$ cat config.mk
export PLATFORM = sky130hd
export DESIGN_NAME = regfile_wb_arbiter
export DESIGN_NICKNAME = d
export VERILOG_FILES = /design/src/rtl/regfile_wb_arbiter.sv
export SDC_FILE = /design/constraint.sdc
export NUM_CORES = 1
export LEC_CHECK = 0
export CORE_AREA = 2 2 146 91
export DETAILED_ROUTE_END_ITERATION = 10
export DIE_AREA = 0 0 148 93
export GPL_TIMING_DRIVEN = 0
export PLACE_DENSITY = 0.92
export SLEW_MARGIN = 15
export SYNTH_ARGS = -nofsm -noshare
export SYNTH_HDL_FRONTEND = slang
export SYNTH_SLANG_ARGS = --single-unit
$ cat constraint.sdc
create_clock -name clk -period 6.8 [get_ports clk]
set_input_delay 1.36 -clock clk [delete_from_list [all_inputs] [get_ports clk]]
set_output_delay 1.36 -clock clk [all_outputs]
set_load 0.01 [all_outputs]
$ cat src/rtl/regfile_wb_arbiter.sv
// Register-file write-port arbiter.
// The in-order pipeline writeback (A) has priority. Long-latency results (B)
// are buffered in a small FIFO and drained whenever A leaves the port free.
// A pending-destination scoreboard tracks B results not yet committed, and a
// starvation counter asks the pipeline for a bubble when B waits too long.
module regfile_wb_arbiter #(
    parameter int DATA_W     = 32,
    parameter int ADDR_W     = 5,
    parameter int FIFO_DEPTH = 2,
    parameter int STARVE_LIM = 4
) (
    input  logic                          clk,
    input  logic                          rst,
    input  logic                          a_valid,
    input  logic [ADDR_W-1:0]             a_addr,
    input  logic [DATA_W-1:0]             a_data,
    output logic                          a_stall_req,
    input  logic                          b_valid,
    output logic                          b_ready,
    input  logic [ADDR_W-1:0]             b_addr,
    input  logic [DATA_W-1:0]             b_data,
    input  logic                          iss_valid,
    input  logic [ADDR_W-1:0]             iss_rd,
    input  logic [ADDR_W-1:0]             rs1,
    input  logic [ADDR_W-1:0]             rs2,
    output logic                          rs1_busy,
    output logic                          rs2_busy,
    output logic                          rf_we,
    output logic [ADDR_W-1:0]             rf_waddr,
    output logic [DATA_W-1:0]             rf_wdata,
    output logic [$clog2(FIFO_DEPTH):0]   fifo_cnt
);

    localparam int PTR_W = $clog2(FIFO_DEPTH);
    localparam int CNT_W = PTR_W + 1;
    localparam int NREG  = 1 << ADDR_W;
    localparam int SC_W  = $clog2(STARVE_LIM + 1);

    logic [ADDR_W-1:0] q_addr [FIFO_DEPTH];
    logic [DATA_W-1:0] q_data [FIFO_DEPTH];
    logic [PTR_W-1:0]  wr_ptr;
    logic [PTR_W-1:0]  rd_ptr;
    logic [CNT_W-1:0]  cnt;

    logic [NREG-1:0]   pending;
    logic [NREG-1:0]   pending_next;
    logic [SC_W-1:0]   starve_cnt;
    logic [SC_W-1:0]   starve_next;

    logic              full;
    logic              empty;
    logic              push;
    logic              pop;
    logic              a_win;
    logic [ADDR_W-1:0] head_addr;
    logic [DATA_W-1:0] head_data;

    assign full      = (cnt == CNT_W'(FIFO_DEPTH));
    assign empty     = (cnt == '0);
    assign b_ready   = !full;
    assign push      = b_valid && !full;
    assign a_win     = a_valid && (a_addr != '0);
    // Only entries already stored are poppable, so a fresh push never bypasses.
    assign pop       = !a_win && !empty;
    assign head_addr = q_addr[rd_ptr];
    assign head_data = q_data[rd_ptr];
    assign fifo_cnt  = cnt;

    assign rs1_busy  = (rs1 != '0) && pending[rs1];
    assign rs2_busy  = (rs2 != '0) && pending[rs2];

    // FIFO storage: contents need no reset, the pointers define validity.
    always_ff @(posedge clk) begin
        if (push) begin
            q_addr[wr_ptr] <= b_addr;
            q_data[wr_ptr] <= b_data;
        end
    end

    // FIFO pointers and occupancy.
    always_ff @(posedge clk or posedge rst) begin
        if (rst) begin
            wr_ptr <= '0;
            rd_ptr <= '0;
            cnt    <= '0;
        end else begin
            if (push) wr_ptr <= wr_ptr + 1'b1;
            if (pop)  rd_ptr <= rd_ptr + 1'b1;
            case ({push, pop})
                2'b10:   cnt <= cnt + 1'b1;
                2'b01:   cnt <= cnt - 1'b1;
                default: cnt <= cnt;
            endcase
        end
    end

    // Scoreboard update: clear on B commit, then set on issue so set wins.
    always_comb begin
        pending_next = pending;
        if (pop) pending_next[head_addr] = 1'b0;
        if (iss_valid && (iss_rd != '0)) pending_next[iss_rd] = 1'b1;
        pending_next[0] = 1'b0;
    end

    // Scoreboard register.
    always_ff @(posedge clk or posedge rst) begin
        if (rst) pending <= '0;
        else     pending <= pending_next;
    end

    // Starvation counter: counts waiting cycles of a buffered B write, saturating.
    always_comb begin
        starve_next = '0;
        if (!pop && !empty) begin
            if (starve_cnt >= SC_W'(STARVE_LIM)) starve_next = SC_W'(STARVE_LIM);
            else                                 starve_next = starve_cnt + 1'b1;
        end
    end

    // Starvation state and registered bubble request.
    always_ff @(posedge clk or posedge rst) begin
        if (rst) begin
            starve_cnt  <= '0;
            a_stall_req <= 1'b0;
        end else begin
            starve_cnt  <= starve_next;
            a_stall_req <= (starve_next >= SC_W'(STARVE_LIM));
        end
    end

    // Registered write port; address/data hold when no write is issued.
    always_ff @(posedge clk or posedge rst) begin
        if (rst) begin
            rf_we    <= 1'b0;
            rf_waddr <= '0;
            rf_wdata <= '0;
        end else if (a_win) begin
            rf_we    <= 1'b1;
            rf_waddr <= a_addr;
            rf_wdata <= a_data;
        end else if (pop) begin
            rf_we    <= (head_addr != '0);
            rf_waddr <= head_addr;
            rf_wdata <= head_data;
        end else begin
            rf_we    <= 1'b0;
        end
    end

endmodule

==> reports/metrics.yaml, run 1 <==
outcome:
  status: "complete, no violations"
synth:
  synth_top_area_cell: "edfxtp_1"
  yosysMostFrequentCell: "nand2_1"
  synth_ff_type: "dfrtp_1"
  ys_seq_area_share_pct: 60.3
  synth_common_cells: "nand2_1, dfrtp_1, edfxtp_1"
  synth_edf_count: 74
  synthDistinctLibCells: 46
  synth_seq_cells: 150
  ys.warnings.count: 0
  synth.area.top_cells: "edfxtp_1, dfrtp_1, mux2i_1"
  async_flop_share_pct: 50.7
  synthesis.nets: 693
  syn_area_sq_um: 6840
  synth.avg_cell_area_sq_um: 11.5
  synthCells: 596
  synth_top_area_share_pct: 32.5
cts:
  cts_buffers: 17
  cts.sink_count: 150
  cts_resized: 0
  cts_buffer_depth: 2
  clk_latency_ps: 420
  cts_tree: "yes"
  hold_buffers: 0
  clk_pin_slew_ps: 60
  h-tree-depth: 4
  post_cts_buffers: 0
  root_buffer: "clkbuf_16"
routing:
  via_count: 5745
  drt_iter0_drc: 635
  drt.antenna.violating_nets: 0
  wire_per_inst_um: 21.9
  postRouteWirelength_um: 20500
  drc_errors: 0
  firstDrtPassIters: 6
  viasPerCell: 6.14
global_routing:
  grt_pass1_wl_um: 31900
  grt_overflow: 0
  antenna_found_initial: 1
  grt_pass1_vias: 5812
  grt_max_degree: 55
  grt.total_usage_pct: 30.9
die:
  die_x_um: 148
  rows: 32
  core_area_sq_um: 12500
  initial_core_util_pct: 54.7
  die_h_um: 93
  pin_count: 138
  dieArea_sq_um: 13800
critical_path:
  cp.required_ps: 5440
  crit_slowest_cell: "clkdlybuf4s50_1"
  critical_path.startpoint_type: "primary input"
  cp_cell_sequence: "clkdlybuf4s50_1 -> clkbuf_1 -> nor2b_1 -> a32oi_1 -> a2111oi_0 -> a221o_1 -> clkdlybuf4s50_1"
  path_class: "in2out"
  max_stage_delay_ps: 610
  crit_path_max_fanout: 10
  critPathBufInv: 3
  path_delay_family: "buffers and inverters"
  setup.worst_path.end_class: "output pin"
  cp.arrival_ps: 3950
  cp_common_cell: "clkdlybuf4s50_1"
power_and_ir_drop:
  power.leakage_uw: 0.00357
  powerDensity_nw_per_um2: 417
  ir_drop_uv: 278
job:
  cap_viol_max_count: 0
sta:
  finalCriticalPeriod_ps: 5310
  slew_violations: 0
  clock.fmax_mhz: 188
  finClkSkew_ps: 7.77
  rsz0062_at_grt: "no"
  finalCritPeriodShare_pct: 78.1
  hold_viol: 0
  tightest_slew_ps: 1100
  tns_ps: 0
  finalSetupViolCount: 0
  maxSlewHeadroom_pct: 26.5
placed_design:
  port_buffers: 135
  gp_congestion: 0.914
  place_hpwl_um: 14000
  dpl-instance-area_sq_um: 8490
layout:
  nFillCells: 824
  areaGrowthSynthToFinish_pct: 32.9
  n_antenna_cell: 0
  drive_above_1_share_pct: 8.62
  final_nets: 850
  design_area_sq_um: 9090
worst_hold_path:
  hp-class: "reg2reg"
-- worst paths after layout --
kind / cells past startpoint / slack [ps] / end / from
setup / recovery: 7 / 1490 / rs1_busy / rs1[0]
hold / removal: 2 / 550 / pending[19] / pending[19]
setup reg to reg: 5 / 4470 / rf_wdata[19] / fifo_cnt[1]
hold reg to reg: 2 / 550 / pending[19] / pending[19]
max in group asynchronous: 3 / 4940 / rf_wdata[16] / rst
min in group asynchronous: 2 / 1270 / rf_wdata[1] / rst
-- state kept, by name, summed over array words and instances (netlist names) --
signal       flops
q_data          64
rf_wdata        32
pending         31
q_addr          10
rf_waddr         5
fifo_cnt         2
starve_cnt       2
a_stall_req      1
rd_ptr           1
rf_we            1
wr_ptr           1
-- report_power, final --
group          total, uW  switching (uW)  leakage [uW]  internal (uW)
sequential          1500             236       0.00160           1260
combinational       1340             753       0.00167            586
clock                953             401      0.000286            551
total               3790            1390       0.00357           2400
-- cells by family after synthesis --
logic type / share of synthesized area [%]
mux: 9.51
xor+xnor: 0.640
fa+ha+maj: 0.549
flops: 60.3
buf+inv: 3.31
simple gates: 12.1
compound gates: 13.6
-- tightest hold or removal path: cells and delay by family (launching register included) --
| family | cells | cell delay [ps] |
|---|---|---|
| simple gates | 1 | 60 |
| compound gates | 1 | 80 |
| flops | 1 | 370 |
-- per-stage QoR --
stage / std cells / utilization, % / hold slack, ps / worst slack [ps] / total power [uW]
2_1_floorplan: 596 / - / 443 / 2830 / 2190
3_3_place_gp: 901 / 67.3 / 453 / 1700 / 2690
3_5_place_dp: 904 / 68.0 / 486 / 1570 / 2780
4_1_cts: 936 / 72.7 / 541 / 1540 / 3760
5_1_grt: 936 / 72.7 / 555 / 1350 / 3960
6_report: 936 / 72.7 / 547 / 1490 / 3790
-- placed cells by master (no fill, tap or decap), drive strengths merged, types with 3 or more instances in the layout --
| cell | instances |
|---|---|
| nand2 | 101 |
| dfrtp | 76 |
| o41ai | 31 |
| a31oi | 4 |
| clkbuf | 43 |
| o21ai | 44 |
| nor2 | 48 |
| clkinv | 5 |
| a32oi | 4 |
| a2111oi | 4 |
| nor3b | 4 |
| ha | 3 |
| nand2b | 7 |
| nor2b | 8 |
| clkdlybuf4s50 | 135 |
| buf | 17 |
| mux2i | 47 |
| edfxtp | 74 |
| inv | 14 |
| xnor2 | 3 |
| a21oi | 39 |
| nor4 | 3 |
| mux2 | 8 |
| nor3 | 5 |
| mux4 | 4 |
-- cell type report --
type                    count  area [sq um]  area share, %
clock buffers              18           429           4.72
plain buffers              39           193           2.12
flip-flops and latches    150          4120           45.4
clock inverters            14           168           1.85
repair buffers            138          1430           15.7
well taps                 170           213           2.34
inverters                   9          36.3          0.399
multi-input cells         398          2500           27.5
-- routing by layer --
layer	routed length (um)	global-route usage (%)	part of all wire [%]	vias to the layer above
li1	-	-	-	2511
met4	461	10.6	2.2	2
met3	2480	10.2	12	51
met2	9210	46.1	45	368
met1	8360	42.9	41	2813
met5	13	0	0.063	-
Power figures use the tool's default switching activity.
==> run 2: changes to the inputs <==
--- a/config.mk
+++ b/config.mk
@@ -5,11 +5,11 @@
 export SDC_FILE = /design/constraint.sdc
 export NUM_CORES = 1
 export LEC_CHECK = 0
-export CORE_AREA = 2 2 146 91
+export CORE_AREA = 2 2 159 99
 export DETAILED_ROUTE_END_ITERATION = 10
-export DIE_AREA = 0 0 148 93
+export DIE_AREA = 0 0 161 101
 export GPL_TIMING_DRIVEN = 0
-export PLACE_DENSITY = 0.92
+export PLACE_DENSITY = 0.83
 export SLEW_MARGIN = 15
 export SYNTH_ARGS = -nofsm -noshare
 export SYNTH_HDL_FRONTEND = slang
==> constraint.sdc (replaced) <==
create_clock -name clk -period 4.6 [get_ports clk]
set_input_delay 0.92 -clock clk [delete_from_list [all_inputs] [get_ports clk]]
set_output_delay 0.92 -clock clk [all_outputs]
set_load 0.01 [all_outputs]
==> run 2 against run 1 <==
Net effect:
- global-route usage is 7.2 points lower
- via count down 5.0%
- die area increased by 18%
- critical path depth unchanged
- non-clock buffer count did not move
- register-to-register slack got worse by 2000 ps
- sequential share of layout area decreased by 0.35 points
- cell area up 0.78%
- combinational power rose by 44%
- sequential power up 46%
- critical endpoint is now rs2_busy
- largest cell class unchanged
- highest routed layer is now met4
==> reports/metrics.yaml, run 2 (synthesis results as in run 1) <==
layout:
  multi_input_area_sq_um: 2500
  utilization_pct: 61.5
  final_nets: 850
  regArea_sq_um: 4120
  drive_above_1_share_pct: 8.62
  largest_register_ffs: 64
  top_register: "q_data"
  n_antenna_cell: 0
  layout_common_cells: "clkdlybuf4s50_1, nand2_1, dfrtp_1"
  mostFrequentLayoutCell: "clkdlybuf4s50_1"
  nFillCells: 1170
  design_area_sq_um: 9160
  reg_top3: "q_data x64, rf_wdata x32, pending x31"
  areaGrowthSynthToFinish_pct: 33.9
die:
  die_h_um: 101
  rows: 35
  initial_core_util_pct: 45.9
  core_area_sq_um: 14900
  die_x_um: 161
  dieArea_sq_um: 16300
  pin_count: 138
routing:
  drt_iter0_drc: 633
  firstDrtPassIters: 7
  wire_per_inst_um: 19.3
  viasPerCell: 5.63
  postRouteWirelength_um: 18700
  drt.antenna.violating_nets: 0
  via_count: 5457
  drc_errors: 0
sta:
  rsz0062_at_grt: "no"
  finClkSkew_ps: 6.16
  finalCriticalPeriod_ps: 4440
  tightest_slew_ps: 987
  maxSlewHeadroom_pct: 34.2
  finalSetupViolCount: 0
  hold_viol: 0
  hold_ws_ps: 504
  finalCritPeriodShare_pct: 96.6
  clock.fmax_mhz: 225
  slew_violations: 0
  tns_ps: 0
global_routing:
  grt_pass1_vias: 5314
  grt_overflow: 0
  grt_pass1_wl_um: 29100
  grt.total_usage_pct: 23.6
  grt_max_degree: 58
  antenna_found_initial: 0
power_and_ir_drop:
  ir_drop_uv: 337
  total_power_uw: 5570
  powerDensity_nw_per_um2: 609
  power.leakage_uw: 0.00358
critical_path:
  max_stage_delay_ps: 570
  cp_cell_sequence: "clkdlybuf4s50_1 -> clkbuf_1 -> nor2b_1 -> a32oi_1 -> a2111oi_0 -> a221o_1 -> clkdlybuf4s50_1"
  setup.worst_path.end_class: "output pin"
  cp_common_cell: "clkdlybuf4s50_1"
  critPathBufInv: 3
  r2r_cells: 5
  cp.required_ps: 3680
  path_delay_family: "buffers and inverters"
  crit_slowest_cell: "clkdlybuf4s50_1"
  crit_path_max_fanout: 10
  cp.arrival_ps: 3520
  path_class: "in2out"
  cp.depth: 7
  critical_path.startpoint_type: "primary input"
placed_design:
  gp_congestion: 0.942
  dpl-instance-area_sq_um: 8540
  port_buffers: 135
  place_hpwl_um: 13500
cts:
  cts_resized: 0
  root_buffer: "clkbuf_16"
  clk_latency_ps: 410
  cts_buffer_depth: 2
  hold_buffers: 0
  cts.sink_count: 150
  h-tree-depth: 4
  clk_pin_slew_ps: 60
  cts_buffers: 17
  post_cts_buffers: 0
  cts_tree: "yes"
outcome:
  status: "complete, no violations"
job:
  cap_viol_max_count: 0
worst_hold_path:
  hp-class: "reg2reg"
  holdPathStages: 1
## run 2: cell types whose count changed in the layout (fill, tap and decap cells not counted)
cell,change
buf_12,-1
buf_16,+1
bufinv_16,+1
clkinv_4,-4
clkinvlp_4,+1
inv_6,+1
inv_8,+1
## run 2: per-layer routing
layer  up-vias  routed length, um  GRT usage (%)
met5         -                  0              0
met4         0                268           6.46
met3        26               1830           7.65
met2       262               7890           33.7
met1      2649               8680           34.8
li1       2520                  -              -
## run 2: layout make-up
cell class | count | share of cell area [%]
Sequential cell | 150 | 45.0
Multi-Input combinational cell | 398 | 27.3
Timing Repair Buffer | 138 | 15.7
Clock buffer | 18 | 4.69
Tap cell | 203 | 2.77
Buffer | 39 | 2.10
Clock inverter | 14 | 2.08
Inverter | 9 | 0.396
## run 2: where the power goes
| group | internal, uW | switching [uW] | leakage [uW] |
|---|---|---|---|
| logic | 870 | 1060 | 0.00168 |
| registers | 1860 | 322 | 0.00160 |
| clock network | 873 | 585 | 0.000294 |
## run 2: per-stage QoR
step	setup WS [ps]	cells
after floorplan	1510	596
after global placement	91.5	934
after detailed placement	254	937
after CTS	206	969
after global routing	78.9	969
final	156	969
## run 2: path summary, 6_finish.rpt
check                              start             to  slack, ps
setup reg to reg             fifo_cnt[1]   rf_wdata[18]       2430
max in group asynchronous            rst    rf_wdata[7]       3190
hold / removal             starve_cnt[0]  starve_cnt[0]        500
setup / recovery                  rs2[0]       rs2_busy        160
min in group asynchronous            rst   rf_wdata[31]        830
hold reg to reg            starve_cnt[0]  starve_cnt[0]        500
==> run 3: changes to the inputs <==
--- a/config.mk
+++ b/config.mk
@@ -5,12 +5,13 @@
 export SDC_FILE = /design/constraint.sdc
 export NUM_CORES = 1
 export LEC_CHECK = 0
+export ABC_AREA = 0
 export CORE_AREA = 2 2 159 99
 export DETAILED_ROUTE_END_ITERATION = 10
 export DIE_AREA = 0 0 161 101
 export GPL_TIMING_DRIVEN = 0
 export PLACE_DENSITY = 0.83
-export SLEW_MARGIN = 15
+export SLEW_MARGIN = 20
 export SYNTH_ARGS = -nofsm -noshare
 export SYNTH_HDL_FRONTEND = slang
 export SYNTH_SLANG_ARGS = --single-unit
==> run 3 against run 2 <==
Net effect:
- largest power group unchanged
- critical endpoint unchanged
- global-route usage decreased by 0.15 points
- sequential power barely moved
- die area did not move
- clock skew is 3.3 ps higher
- flip-flop and latch count did not move
- non-clock buffer count did not move
- worst setup slack improved by 32 ps
- wire length decreased by 1.1%
- fmax up 0.72%
- core utilization about the same
==> reports/metrics.yaml, run 3 (synthesis results as in run 1) <==
outcome:
  status: "complete, no violations"
routing:
  via_count: 5382
  postRouteWirelength_um: 18500
  wire_per_inst_um: 19.1
  drc_errors: 0
  drt.antenna.violating_nets: 0
  viasPerCell: 5.56
  drt_iter0_drc: 457
  firstDrtPassIters: 5
critical_path:
  r2r_cells: 6
  timing.rr.end: "fifo_cnt[1]"
  rrSetupSlack_ps: 2420
  critical_path.startpoint_type: "primary input"
  cp_cell_sequence: "clkdlybuf4s50_1 -> clkbuf_1 -> nor2b_1 -> a32oi_1 -> a2111oi_0 -> a221o_1 -> clkdlybuf4s50_1"
  max_stage_delay_ps: 570
  crit_path_max_fanout: 10
  path_class: "in2out"
  setup.worst_path.end_class: "output pin"
  cp_common_cell: "clkdlybuf4s50_1"
  cp.arrival_ps: 3490
  cp.required_ps: 3680
  crit_slowest_cell: "clkdlybuf4s50_1"
  rr_startpoint: "fifo_cnt[1]"
die:
  die_x_um: 161
  dieArea_sq_um: 16300
  initial_core_util_pct: 45.9
  rows: 35
  pin_count: 138
  die_h_um: 101
  core_area_sq_um: 14900
global_routing:
  antenna_found_initial: 0
  grt.total_usage_pct: 23.5
  grt_pass1_wl_um: 29000
  grt_pass1_vias: 5300
  grt_max_degree: 57
  grt_overflow: 0
layout:
  drive_above_1_share_pct: 8.63
  layout_common_cells: "clkdlybuf4s50_1, nand2_1, dfrtp_1"
  reg_top3: "q_data x64, rf_wdata x32, pending x31"
  mostFrequentLayoutCell: "clkdlybuf4s50_1"
  design_area_sq_um: 9150
  final_nets: 850
  n_antenna_cell: 0
  top_register: "q_data"
  areaGrowthSynthToFinish_pct: 33.8
  largest_register_ffs: 64
  utilization_pct: 61.5
cts:
  cts_resized: 0
  clk_latency_ps: 420
  clk_pin_slew_ps: 60
  root_buffer: "clkbuf_16"
  hold_buffers: 0
  post_cts_buffers: 0
  h-tree-depth: 4
  cts_buffers: 17
  cts_tree: "yes"
  cts.sink_count: 150
  cts_buffer_depth: 2
worst_hold_path:
  holdPathStages: 1
  hp-start: "a_stall_req"
  hp-class: "reg2reg"
  min_to: "starve_cnt[1]"
placed_design:
  place_hpwl_um: 13400
  gp_congestion: 0.942
  dpl-instance-area_sq_um: 8540
  port_buffers: 135
power_and_ir_drop:
  ir_drop_uv: 354
  powerDensity_nw_per_um2: 607
  power.leakage_uw: 0.00358
sta:
  finalCriticalPeriod_ps: 4410
  clock.fmax_mhz: 227
  finClkSkew_ps: 9.41
  hold_viol: 0
  maxSlewHeadroom_pct: 36.3
  tightest_slew_ps: 955
  finalSetupViolCount: 0
  tns_ps: 0
  rsz0062_at_grt: "no"
  slew_violations: 0
  finalCritPeriodShare_pct: 95.9
job:
  cap_viol_max_count: 0
run 3: worst max-delay path by stage:
stage / slack (ps) / start / endpoint
after floorplan: 1510 / rs1[3] / rs1_busy
after global placement: 90 / b_valid / q_data[0][21]
after detailed placement: 210 / rs2[0] / rs2_busy
after CTS: 210 / rs2[0] / rs2_busy
after global routing: 30 / rs2[0] / rs2_busy
final: 190 / rs2[0] / rs2_busy
run 3: power by group:
| part | switching (uW) | total (uW) | internal (uW) | leakage [uW] |
|---|---|---|---|---|
| registers | 320 | 2180 | 1860 | 0.00160 |
| logic | 1050 | 1920 | 869 | 0.00168 |
| clock network | 578 | 1450 | 867 | 0.000295 |
run 3: final cells by class:
type / instances / area [sq um]
Clock buffer: 17 / 425
Buffer: 39 / 193
Inverter: 9 / 36.3
Sequential cell: 150 / 4120
Tap cell: 203 / 254
Multi-Input combinational cell: 398 / 2500
Fill cell: 1180 / 5740
Clock inverter: 14 / 189
Timing Repair Buffer: 138 / 1430
run 3: layer usage:
layer / global-route usage [%] / vias up / share of wire (%)
li1: - / 2520 / -
met1: 34.3 / 2598 / 46
met2: 33.6 / 247 / 42
met3: 7.73 / 17 / 10
met4: 6.52 / 0 / 1.2
met5: 0 / - / 0
run 3: per-stage QoR:
stage               power, uW  hold slack (ps)  setup WS (ps)  instances
floorplan                3240              443           1510        596
global placement         4000              461           91.5        934
detailed placement       4090              499            212        937
CTS                      5550              511            207        968
global route             5850              533           26.2        968
finish                   5550              511            188        968
run 3: worst max-delay path: cells and delay by family:
family | cells | cell delay (ps)
AOI/OAI and AO/OA | 3 | 800
and+or+nand+nor | 1 | 320
buffers and inverters | 3 | 1440
==> RTL change, RTL diff (settings of run 2) <==
Change the parameter `ADDR_W` from 5 to 4.
--- a/src/rtl/regfile_wb_arbiter.sv
+++ b/src/rtl/regfile_wb_arbiter.sv
@@ -7,3 +7,3 @@
     parameter int DATA_W     = 32,
-    parameter int ADDR_W     = 5,
+    parameter int ADDR_W     = 4,
     parameter int FIFO_DEPTH = 2,
Ports: changed (6 resized); port bits go from 138 to 132. No check against the original RTL was run, so the function may have changed too.
==> RTL change against run 2 <==
Cell area is 15% lower; clock skew is 4.8 ps higher; via count fell by 24%; power decreased by 15%; die area unchanged; sequential power fell by 16%; synthesized cell count down 26%; clock power down 10%; synthesized area shrank 19%; wire length is 23% lower; fmax increased by 18%; setup slack gained 680 ps; sequential cell count is 19 lower; non-clock buffer count down 21; critical path type unchanged; critical endpoint is now rs1_busy; largest power group unchanged.
==> RTL change: results (changes against run 2) <==
| Metric | Value |
|---|---|
| Outcome | finished clean (unchanged) |
| R2r endpoint | fifo_cnt[1]$_DFFE_PP0P_ (was rf_wdata[18]$_DFFE_PP0P_) |
| GPL Wtd Cong | 0.8876 (was 0.9417) |
| Primary FF master, synth | edfxtp_1 (was dfrtp_1) |
| Met2 routed WL | 6775 um (was 7885 um) |
| Post-synthesis sequential area ratio | 0.6573 (was 0.6030) |
| WL met1 | 6486 um (was 8683 um) |
| Via count | 4,138 (was 5,457) |
| Top flop regs | q_data x64, rf_wdata x32, pending x15 (was q_data x64, rf_wdata x32, pending x31) |
| Critical register-to-register path startpoint | fifo_cnt[0]$_DFFE_PP0P_ (was fifo_cnt[1]$_DFFE_PP0P_) |
| Ranking of synthesized cells by area | edfxtp_1 (39%), dfrtp_1 (27%), mux2i_1 (6.5%) (was edfxtp_1 (32%), dfrtp_1 (28%), mux2i_1 (6.9%)) |
| Layout cells sized above 1 | 0.09091 (was 0.08616) |
| Largest net degree at the start of global routing | 60 (was 58) |
| PD cells | 614.2 nW/um2 (was 608.6 nW/um2) |
| Initial detailed-routing violation count | 170 (was 633) |
| Nets | 684 (was 850) |
| First-pass GRT wire length | 22,860 um (was 29,100 um) |
| Worst Path Max Fanout | 5 (was 10) |
| Max stage delay on crit path | 590 ps (was 570 ps) |
| Start point of the critical path | rs1[2] (was rs2[0]) |
| FF-to-FF path depth | 7 (was 5) |
| Clock skew after layout | 10.97 ps (was 6.162 ps) |
| Cell variety after synth | 36 (was 46) |
| Post-Route WL | 14,450 um (was 18,660 um) |
| HPWL after detailed placement | 10,650 um (was 13,450 um) |
| DR WL met3 | 950 um (was 1826 um) |
| Post-Syn Nets | 532 (was 693) |
| Slew at the pin with the worst max-slew slack | 780.0 ps (was 986.5 ps) |
[RTL change: cell count changes in the layout (fill, tap and decap cells not counted), moves of 7 or more]
| cell | run 2 | this run |
|---|---|---|
| o21ai_0 | 42 | 52 |
| mux2i_1 | 47 | 36 |
| dfrtp_1 | 76 | 59 |
| nand2_1 | 101 | 44 |
| nor2b_1 | 8 | 0 |
| clkbuf_1 | 26 | 14 |
| o41ai_1 | 29 | 9 |
| o31ai_1 | 1 | 8 |
[RTL change: metrics by stage]
stage,power [mW],instances,util,setup WS [ps],hold slack [ps]
final,4.760,808,0.5205,831.3,471.9
after global routing,5.043,808,0.5205,703.8,499.7
after CTS,4.801,808,0.5205,812.6,470.3
after detailed placement,3.467,776,0.4813,817.0,463.3
after global placement,3.350,774,0.4769,292.7,453.4
after floorplan,2.723,440,-,1634,439.5
[RTL change: kinds of logic (layout without fill, tap and decap cells)]
group           after synthesis  after routing  share of synthesized area
compound gates              121            121                     0.1259
mux                          44             44                    0.09358
xor+xnor                      5              5                   0.007913
buf+inv                      27            192                    0.02147
flops                       131            131                     0.6573
simple gates                109            109                    0.08702
fa+ha+maj                     3              3                   0.006782
[RTL change: area by class of cell]
cell class              instances  area [um2]
multi-input cells             282        1787
flip-flops and latches        131        3638
fillers                      1259        7139
inverters                       4       17.52
repair buffers                133        1366
well taps                     203       254.0
plain buffers                  23       103.9
clock inverters                15       157.7
clock buffers                  17       425.4
[RTL change: worst reg2reg max path, cell delays in order (launching register included)]
cell,delay [ps]
dfrtp_1,460
nor2_1,540
clkbuf_1,450
nor2_1,150
ha_1,220
xnor2_1,170
nor2_1,70
xor2_1,140
[RTL change: report_power, final]
part           total (mW)  leakage (nW)  switching [mW]  internal [mW]
registers            1.85          1.38           0.227           1.62
logic                1.60          1.32           0.841          0.756
clock network        1.31         0.278           0.512          0.801
